### config.mk
export PLATFORM = sky130hd
export DESIGN_NAME = serial_subtractor
export DESIGN_NICKNAME = d
export VERILOG_FILES = /design/src/rtl/serial_subtractor.sv
export SDC_FILE = /design/constraint.sdc
export NUM_CORES = 1
export LEC_CHECK = 0
export CORE_MARGIN = 2
export CORE_UTILIZATION = 35
export CTS_CLUSTER_DIAMETER = 200
export CTS_CLUSTER_SIZE = 25
export DETAILED_ROUTE_END_ITERATION = 8
export GPL_ROUTABILITY_DRIVEN = 0
export SYNTH_ARGS = -nofsm -noshare
export SYNTH_HDL_FRONTEND = slang
export SYNTH_SLANG_ARGS = --single-unit
### constraint.sdc
create_clock -name clk -period 6 [get_ports clk]
set_input_delay 0.9 -clock clk [delete_from_list [all_inputs] [get_ports clk]]
set_output_delay 0.9 -clock clk [all_outputs]
set_load 0.05 [all_outputs]
### src/rtl/serial_subtractor.sv
// Bit-serial subtractor: computes a - b - borrow_in one bit per clock, LSB first.
// Result flags latch on entry to DONE and hold until the next operation completes.
module serial_subtractor #(
  parameter int WIDTH = 8
) (
  input  logic             clk,
  input  logic             rst,
  input  logic             start,
  input  logic [WIDTH-1:0] a,
  input  logic [WIDTH-1:0] b,
  input  logic             borrow_in,
  output logic [WIDTH-1:0] diff,
  output logic             borrow_out,
  output logic             overflow,
  output logic             zero,
  output logic             busy,
  output logic             done
);

  localparam int            CW   = (WIDTH > 1) ? $clog2(WIDTH) : 1;
  localparam logic [CW-1:0] LAST = CW'(WIDTH - 1);

  typedef enum logic [1:0] {
    IDLE = 2'd0,
    RUN  = 2'd1,
    DONE = 2'd2
  } state_t;

  state_t           state_q;
  logic [WIDTH-1:0] a_q;
  logic [WIDTH-1:0] b_q;
  logic [WIDTH-1:0] res_q;
  logic [WIDTH-1:0] diff_q;
  logic [CW-1:0]    cnt_q;
  logic             br_q;
  logic             borrow_q;
  logic             ovf_q;
  logic             zero_q;
  logic             busy_q;
  logic             done_q;

  logic             a_bit;
  logic             b_bit;
  logic             d_bit;
  logic             br_d;
  logic [WIDTH-1:0] res_d;
  logic             ovf_d;

  // One full-subtractor slice, applied to the bit selected by the counter.
  always_comb begin
    a_bit        = a_q[cnt_q];
    b_bit        = b_q[cnt_q];
    d_bit        = a_bit ^ b_bit ^ br_q;
    br_d         = (~a_bit & b_bit) | (~(a_bit ^ b_bit) & br_q);
    res_d        = res_q;
    res_d[cnt_q] = d_bit;
    ovf_d        = (a_q[WIDTH-1] != b_q[WIDTH-1]) && (res_d[WIDTH-1] != a_q[WIDTH-1]);
  end

  always_ff @(posedge clk) begin
    if (rst) begin
      state_q  <= IDLE;
      a_q      <= '0;
      b_q      <= '0;
      res_q    <= '0;
      diff_q   <= '0;
      cnt_q    <= '0;
      br_q     <= 1'b0;
      borrow_q <= 1'b0;
      ovf_q    <= 1'b0;
      zero_q   <= 1'b0;
      busy_q   <= 1'b0;
      done_q   <= 1'b0;
    end else begin
      case (state_q)
        IDLE, DONE: begin
          done_q <= 1'b0;
          if (start) begin
            a_q     <= a;
            b_q     <= b;
            br_q    <= borrow_in;
            res_q   <= '0;
            cnt_q   <= '0;
            busy_q  <= 1'b1;
            state_q <= RUN;
          end else begin
            state_q <= IDLE;
          end
        end
        RUN: begin
          res_q <= res_d;
          br_q  <= br_d;
          cnt_q <= cnt_q + CW'(1'b1);
          // The final bit lands directly in the visible result registers.
          if (cnt_q == LAST) begin
            diff_q   <= res_d;
            borrow_q <= br_d;
            ovf_q    <= ovf_d;
            zero_q   <= (res_d == '0);
            busy_q   <= 1'b0;
            done_q   <= 1'b1;
            state_q  <= DONE;
          end
        end
        default: begin
          busy_q  <= 1'b0;
          done_q  <= 1'b0;
          state_q <= IDLE;
        end
      endcase
    end
  end

  assign diff       = diff_q;
  assign borrow_out = borrow_q;
  assign overflow   = ovf_q;
  assign zero       = zero_q;
  assign busy       = busy_q;
  assign done       = done_q;

endmodule

# Word-level counts from Yosys, hierarchy flattened

Cells that the tools add are included.

Add/subtract/negate cells: 1
Order comparisons: 2
Equal/unequal tests: 7
Muxes and demuxes: 19
Bitwise operators: 8
Reductions and logical operators: 11

Operators with widths:

| cell                  | number |
|---|---|
| $pmux W8 S2           | 1 |
| $bwmux W8             | 1 |
| $logic_not A8 Y1      | 1 |
| $mux W8               | 1 |
| $reduce_and A2 Y1     | 4 |
| $mux W1               | 7 |
| $bmux W1 S3           | 2 |
| $pmux W3 S2           | 1 |
| $lt A3 B4 Y1 const B  | 1 |
| $ne A2 B2 Y1 const B  | 2 |
| $pmux W1 S2           | 2 |
| $pmux W2 S2           | 1 |
| $reduce_or A2 Y1      | 2 |
| $add A3 B1 Y3 const B | 1 |
| $demux W1 S3          | 1 |
| $eq A3 B3 Y1 const B  | 1 |
| $ge A3 B1 Y1 const B  | 1 |
| $mux W3               | 1 |
| $not A1 Y1            | 3 |
| $and A1 B1 Y1         | 2 |
| $eq A2 B1 Y1 const B  | 1 |
| $eq A2 B2 Y1 const B  | 1 |
| $logic_and A1 B1 Y1   | 2 |
| $logic_not A2 Y1      | 1 |
| other kinds (5)       | 7 |

Flip-flop bits (word level): 43
Input port bits: 20
Output and inout bits: 13
Word-level logic and storage cells: 60

# Longest topological paths before layout

Gate-level depths: netlist (run 1).

Depth after elaboration: 7
Gate-level depth with buffers: 11
Gate-level depth less buffers: 10

# Worst setup path before layout (run 1)

No wires, ideal clock.

Path type: flip-flop to flip-flop
From: reg cnt_q[1]
To: reg zero_q (netlist: zero)
Setup time: 0.087 ns
Arrival: 2.649 ns
Slack: 3.264 ns
Cell stages (with the launch flop): 11
Buffers on the path: 1
Period minus slack after synthesis: 2.736 ns
Cell sequence: dfxtp_1 > buf_2 > mux4_2 > mux2i_1 > inv_1 > fa_1 > nand2b_1 > mux2_1 > o32ai_1 > nand2_1 > o31ai_1

Longest elaborated chain between the ends: 6

RTL lines:

| item                                                              | line   | text |
|---|---|---|
| from (decl)                                                       | 34     | `logic [CW-1:0] cnt_q;` |
| from (signal assigned)                                            | 93     | `cnt_q <= cnt_q + CW'(1'b1);` |
| $lt A3 B4 Y1 (not written as such) (tied with other cells)        | 56     | `res_d[cnt_q] = d_bit;` |
| $logic_and A1 B1 Y1 (not written as such) (tied with other cells) | 56     |  |
| $mux W1 (not written as such) or $xor A1 B1 Y1 (tied branches)    | 56, 53 |  |
| $demux W1 S3 or $xor A1 B1 Y1 (tied branches)                     | 56, 53 |  |
| $bwmux W8                                                         | 56     |  |
| $logic_not A8 Y1                                                  | 99     | `zero_q <= (res_d == '0);` |
| to (signal assigned)                                              | 99     |  |
| to (decl)                                                         | 38     | `logic zero_q;` |

Several ways; a longest one is shown, not always the timed one. The select of a mux whose other input is x is not followed.
A chain may end at the register's enable or synchronous reset.

# Worst setup path after layout (run 1)

From: reg cnt_q[0]
To: reg zero_q (netlist: zero)

Same word-level chain as after synthesis.

==> results.sh, run 1 <==
export IMPL_num_vias=1688
export IMPL_drv_cap=0
export IMPL_dr_max_layer_used="met4"
export IMPL_regArea_um2=861
export IMPL_synthMuxAreaShare=0.0791
export IMPL_synth_fp_nets=263
export IMPL_rsz0062_at_grt="no"
export IMPL_wirelength_mm=4.12
export IMPL_hold_end="a_q[2]$_SDFFE_PP0P_"
export IMPL_power_density_nw_per_um2=251
export IMPL_core_area_um2=5540
export IMPL_route_met3_wl_um=169
export IMPL_io_pins=33
export IMPL_clkLatencyLatePin_ns=0.29
export IMPL_hold_path_depth=2
export IMPL_path_cells="nor3b_1, a311o_1, a221oi_1, fa_1, nand2b_1, mux2_1, o32ai_1, nand2_1, o31ai_1"
export IMPL_vdd_ir_drop_worst_uv=156
export IMPL_syn_area_per_cell_um2=8.40
export IMPL_r2r_setup_slack_ns=2.64
export IMPL_antenna_found_initial=0
export IMPL_syn_to_final_growth_pct=22.4
export IMPL_ys_flop_type="dfxtp_1"
export IMPL_tritoncts="built"
export IMPL_synth_enable_flop_cells=0
export IMPL_synth_area_leader_cell="dfxtp_1"
export IMPL_firstDrtPassIters=4
export IMPL_fill_cells=586
export IMPL_synth_top_cell_area_share=0.429
export IMPL_tightest_slew_ns=1.16
export IMPL_wl_per_cell_um=12.3
export IMPL_status="complete, no violations"
export IMPL_cp_required_ns=6.21
export IMPL_htree_num_levels=2
export IMPL_crit_fanout=22
export IMPL_leakage_uw=0.000902
export IMPL_critPathSlowestCell="dfxtp_1"
export IMPL_cts_resized=0
export IMPL_grt_overflow=0
export IMPL_cts_sinks=43
export IMPL_yosys_area_share_xor_xnor=0.00436
export IMPL_antenna_cells=0
export IMPL_fin_util=0.444
export IMPL_final_period_utilization=0.560
export IMPL_path_clk_slew_ns=0.09
export IMPL_relSlewSlack=0.224
export IMPL_drt_iter0_drc=75
export IMPL_netlist_area_um2=2010
export IMPL_finalSetupTns_ns=0
export IMPL_met1_length_mm=1.98
export IMPL_grt_usage=0.138
export IMPL_met2_length_mm=1.91
export IMPL_hpwl_mm=2.91
export IMPL_drv_slew=0
export IMPL_hp_class="register to register"
export IMPL_synth_area_leaders="dfxtp_1, nand2_1, a21oi_1, nor2_1, mux2i_1"
export IMPL_synth_warnings=0
export IMPL_ys_ff_latch=43
export IMPL_synth_compound_area_frac=0.173
export IMPL_multi_input_area_um2=1050
export IMPL_grt_max_degree=34
export IMPL_die_w_um=79.7
export IMPL_drive_gt1_frac=0.0608
export IMPL_synth_seq_area_share=0.429
export IMPL_r2r_end="zero$_SDFFE_PP0P_"
export IMPL_final_cell_mix="nand2_1, dfxtp_1, clkdlybuf4s50_1, nor2_1, a21oi_1"
export IMPL_cts_root_buf="clkbuf_8"
export IMPL_start_util=0.362
export IMPL_async_flop_share=0
export IMPL_clock_skew_ns=0.00893
export IMPL_rows=27
export IMPL_die_area_um2=6360
export IMPL_synth_cell_types=42
export IMPL_r2r_start="cnt_q[0]$_SDFFE_PP0P_"
export IMPL_cp_slowest_stage_delay_ns=0.77
export IMPL_synth_cells=239
export IMPL_drcViolationCount=0
export IMPL_die_y_um=79.7
export IMPL_rr_worst_depth=9
export IMPL_setup_worst_path_class="register to register"
export IMPL_vias_per_cell=5.04
export IMPL_startpoint_type="register"
export IMPL_fmax_mhz=298
export IMPL_cts_path_max_buffers=2
export IMPL_synth_fa_ha_area_frac=0.0324
export IMPL_postRouteAntennaNets=0
export IMPL_final_common_cell="nand2_1"
export IMPL_worstSetupEndpointType="register"
export IMPL_synthSimpleGateAreaFrac=0.232
export IMPL_cts_buffers=5
export IMPL_cp_arrival_ns=3.58
export IMPL_first_global_vias=1530
export IMPL_portBuffers=32
export IMPL_layout_nets=286
export IMPL_period_needed_ns=3.36
export IMPL_synth_top_family_by_area="simple AND/OR/NAND/NOR gates"
export IMPL_setup_viol=0
export IMPL_crit_buf_inv=0
export IMPL_grt_pass1_wl_mm=6.93
export IMPL_cp_top_family="compound AO/OA/AOI/OAI gates"
export IMPL_hp_start="a_q[2]$_SDFFE_PP0P_"
export IMPL_hold_buffers=0
export IMPL_hold_viol=0
export IMPL_post_cts_buffers=0
==> how the worst max path moves through the flow <==
stage | from | endpoint | slack (ns) | cells past startpoint
finish | cnt_q[0]$_SDFFE_PP0P_ | zero$_SDFFE_PP0P_ | 2.64 | 9
global route | cnt_q[0]$_SDFFE_PP0P_ | zero$_SDFFE_PP0P_ | 2.38 | 9
CTS | cnt_q[0]$_SDFFE_PP0P_ | zero$_SDFFE_PP0P_ | 2.62 | 9
detailed placement | cnt_q[0]$_SDFFE_PP0P_ | zero$_SDFFE_PP0P_ | 2.62 | 9
global placement | cnt_q[0]$_SDFFE_PP0P_ | zero$_SDFFE_PP0P_ | 2.75 | 9
floorplan | cnt_q[1]$_SDFFE_PP0P_ | zero$_SDFFE_PP0P_ | 3.26 | 10
==> power by group <==
group / internal (uW) / total [uW] / switching, uW
registers: 295 / 305 / 10.2
clock network: 135 / 233 / 98.7
logic: 35.8 / 77.4 / 41.6
total: 466 / 616 / 151
==> tightest hold or removal path, cell delays in order (launching register included) <==
cell,delay (ns)
dfxtp_1,0.31
nand2_1,0.05
a21oi_1,0.05
==> layer usage <==
metal  vias up  GRT usage
li1        870          -
met1       772      0.177
met2        40      0.227
met3         6     0.0339
met4         0     0.0458
met5         -          0
==> registers in the layout, summed over array words and instances (netlist names) <==
name and count:
br_q 1, b_q 8, borrow_out 1, res_q 8
diff 8, done 1, overflow 1, cnt_q 3
busy 1, zero 1, state_q 2, a_q 8
==> cells by family after synthesis <==
group,count (synthesis)
AO/OA/AOI/OAI,54
buffers and inverters,21
multiplexers,13
XOR/XNOR,1
flip-flops,43
adder cells (fa/ha/maj),4
AND/OR/NAND/NOR,103
==> cell type report <==
cell class | count | share of cell area
Multi-Input combinational cell | 175 | 0.426
Sequential cell | 43 | 0.350
Timing Repair Buffer | 33 | 0.133
Tap cell | 72 | 0.0367
Clock buffer | 6 | 0.0336
Clock inverter | 2 | 0.0143
Inverter | 4 | 0.00611
==> metrics by stage <==
| stage | cells | total power, uW | hold slack (ns) | setup WS, ns | cell area (um2) |
|---|---|---|---|---|---|
| 3_5_place_dp | 327 | 390 | 0.447 | 2.62 | 2340 |
| 5_1_grt | 335 | 645 | 0.483 | 2.38 | 2460 |
| 2_1_floorplan | 239 | 363 | 0.424 | 3.26 | 2010 |
| 3_3_place_gp | 327 | 389 | 0.443 | 2.75 | 2340 |
| 4_1_cts | 335 | 625 | 0.459 | 2.62 | 2460 |
| 6_report | 335 | 616 | 0.455 | 2.64 | 2460 |
==> cell usage after synthesis, drive strengths merged, types with 3 or more instances <==
cell type and instances:
a211oi 10, a21oi 20, a22o 3, buf 11, clkbuf 6, dfxtp 43, inv 4, mux2 3
mux2i 8, nand2 49, nand2b 6, nand3 3, nor2 25, nor2b 3, nor3 4, o21ai 11
Note: power is estimated with default switching activity, not from simulation.
==> inputs of run 2 (changes only) <==
clock period = 3.1 ns   (was 6 ns; I/O delays follow)
==> results.sh, run 2 (synthesis results as in run 1) <==
export IMPL_status="complete, no violations"
export IMPL_regArea_um2=865
export IMPL_multi_input_area_um2=1050
export IMPL_num_vias=1686
export IMPL_setup_viol=0
export IMPL_path_cells="buf_4, mux4_2, mux2i_1, inv_1, fa_1, nand2b_1, mux2_1, o32ai_1, nand2_1, o31ai_1"
export IMPL_io_pins=33
export IMPL_rsz0062_at_grt="no"
export IMPL_drv_slew=0
export IMPL_portBuffers=32
export IMPL_leakage_uw=0.000935
export IMPL_hpwl_mm=3.15
export IMPL_setup_worst_path_class="register to register"
export IMPL_antenna_cells=0
export IMPL_cp_slowest_stage_delay_ns=0.46
export IMPL_stdcell_count=341
export IMPL_met1_usage=0.201
export IMPL_tightest_slew_ns=0.690
export IMPL_vias_per_cell=4.94
export IMPL_wl_per_cell_um=12.6
export IMPL_placed_cells=333
export IMPL_p_comb_frac=0.135
export IMPL_start_util=0.362
export IMPL_hold_viol=0
export IMPL_drv_cap=0
export IMPL_grt_met2_usage=0.233
export IMPL_wirelength_mm=4.28
export IMPL_power_density_nw_per_um2=479
export IMPL_seqPwrFrac=0.487
export IMPL_core_area_um2=5540
export IMPL_crit_start="cnt_q[2]$_SDFFE_PP0P_"
export IMPL_period_needed_ns=2.74
export IMPL_cp_arrival_ns=2.95
export IMPL_layout_nets=292
export IMPL_crit_fanout=12
export IMPL_critPathSlowestCell="fa_1"
export IMPL_die_w_um=79.7
export IMPL_fmax_mhz=365
export IMPL_cts_sinks=43
export IMPL_first_global_vias=1572
export IMPL_hp_class="register to register"
export IMPL_startpoint_type="register"
export IMPL_switching_share=0.247
export IMPL_grt_max_degree=23
export IMPL_clock_power_share=0.378
export IMPL_hp_start="zero$_SDFFE_PP0P_"
export IMPL_fill_cells=572
export IMPL_cts_path_max_buffers=2
export IMPL_die_area_um2=6360
export IMPL_switchingPower_uw=297
export IMPL_syn_to_final_growth_pct=25.1
export IMPL_grt_usage=0.152
export IMPL_grt_pass1_wl_mm=7.51
export IMPL_final_cell_mix="nand2_1, dfxtp_1, clkdlybuf4s50_1, nor2_1, a21oi_1"
export IMPL_path_clk_slew_ns=0.08
export IMPL_firstDrtPassIters=4
export IMPL_grt_use_met3=0.0373
export IMPL_clock_skew_ns=0.00572
export IMPL_final_period_utilization=0.883
export IMPL_grt_overflow=0
export IMPL_rows=27
export IMPL_r2r_start="cnt_q[2]$_SDFFE_PP0P_"
export IMPL_cell_internal_pwr_uw=906
export IMPL_hold_buffers=0
export IMPL_finalSetupTns_ns=0
export IMPL_cp_required_ns=3.32
export IMPL_worstSetupEndpointType="register"
export IMPL_grt_busiest_layer="met2"
export IMPL_cts_buffers=5
export IMPL_tritoncts="built"
export IMPL_die_y_um=79.7
export IMPL_final_common_cell="nand2_1"
export IMPL_drcViolationCount=0
export IMPL_htree_num_levels=2
export IMPL_drive_gt1_frac=0.0892
export IMPL_antenna_found_initial=0
export IMPL_drt_iter0_drc=121
export IMPL_cts_root_buf="clkbuf_8"
export IMPL_clkLatencyLatePin_ns=0.30
export IMPL_postRouteAntennaNets=0
export IMPL_vdd_ir_drop_worst_uv=231
export IMPL_relSlewSlack=0.538
==> run 2: per-layer routing <==
| metal | vias up | part of all wire |
|---|---|---|
| met4 | 0 | 0.023 |
| met1 | 760 | 0.49 |
| met3 | 10 | 0.038 |
| met5 | - | 0 |
| met2 | 33 | 0.45 |
| li1 | 883 | - |
==> run 2: cell type report <==
cell class	count	share of cell area
multi-input cells	175	0.419
flip-flops and latches	43	0.344
repair buffers	39	0.148
well taps	72	0.0359
clock buffers	6	0.0329
clock inverters	2	0.0139
inverters	4	0.00598
==> run 2: timing repair <==
action	4_1_cts	5_1_grt
buffers inserted	0	0
gates resized for setup	0	3
hold endpoints to repair	0	0
setup endpoints to repair	0	2
==> run 2: power by group through the flow <==
stage | Combinational [uW] | Sequential (uW) | Clock (uW)
finish | 162 | 587 | 455
global route | 186 | 590 | 495
CTS | 163 | 587 | 466
detailed placement | 162 | 600 | 0
global placement | 162 | 600 | 0
floorplan | 104 | 598 | 0
==> run 2: path summary, 6_finish.rpt <==
kind              depth (start not counted)  slack, ns                end
setup / recovery                         10       0.36  zero$_SDFFE_PP0P_
hold reg to reg                           2       0.46  zero$_SDFFE_PP0P_
setup reg to reg                         10       0.36  zero$_SDFFE_PP0P_
hold / removal                            2       0.46  zero$_SDFFE_PP0P_
==> run 2: through the flow <==
stage	total power, uW	utilization	hold WS, ns	instance area, um2	worst slack, ns
after global placement	762	0.430	0.439	2380	0.268
after global routing	1270	0.453	0.483	2510	0.0280
after CTS	1220	0.452	0.461	2500	0.190
after detailed placement	763	0.430	0.449	2380	0.212
final	1200	0.453	0.459	2510	0.363
after floorplan	702	-	0.424	2010	0.364
==> run 2: worst max-delay path, delay by kind of cell, from the launching register on <==
kind / cells / cell delay (ns)
AOI/OAI and AO/OA: 2 / 0.34
adders and majority gates: 1 / 0.46
buffers and inverters: 2 / 0.31
DFF: 1 / 0.43
muxes: 3 / 0.84
and+or+nand+nor: 2 / 0.27
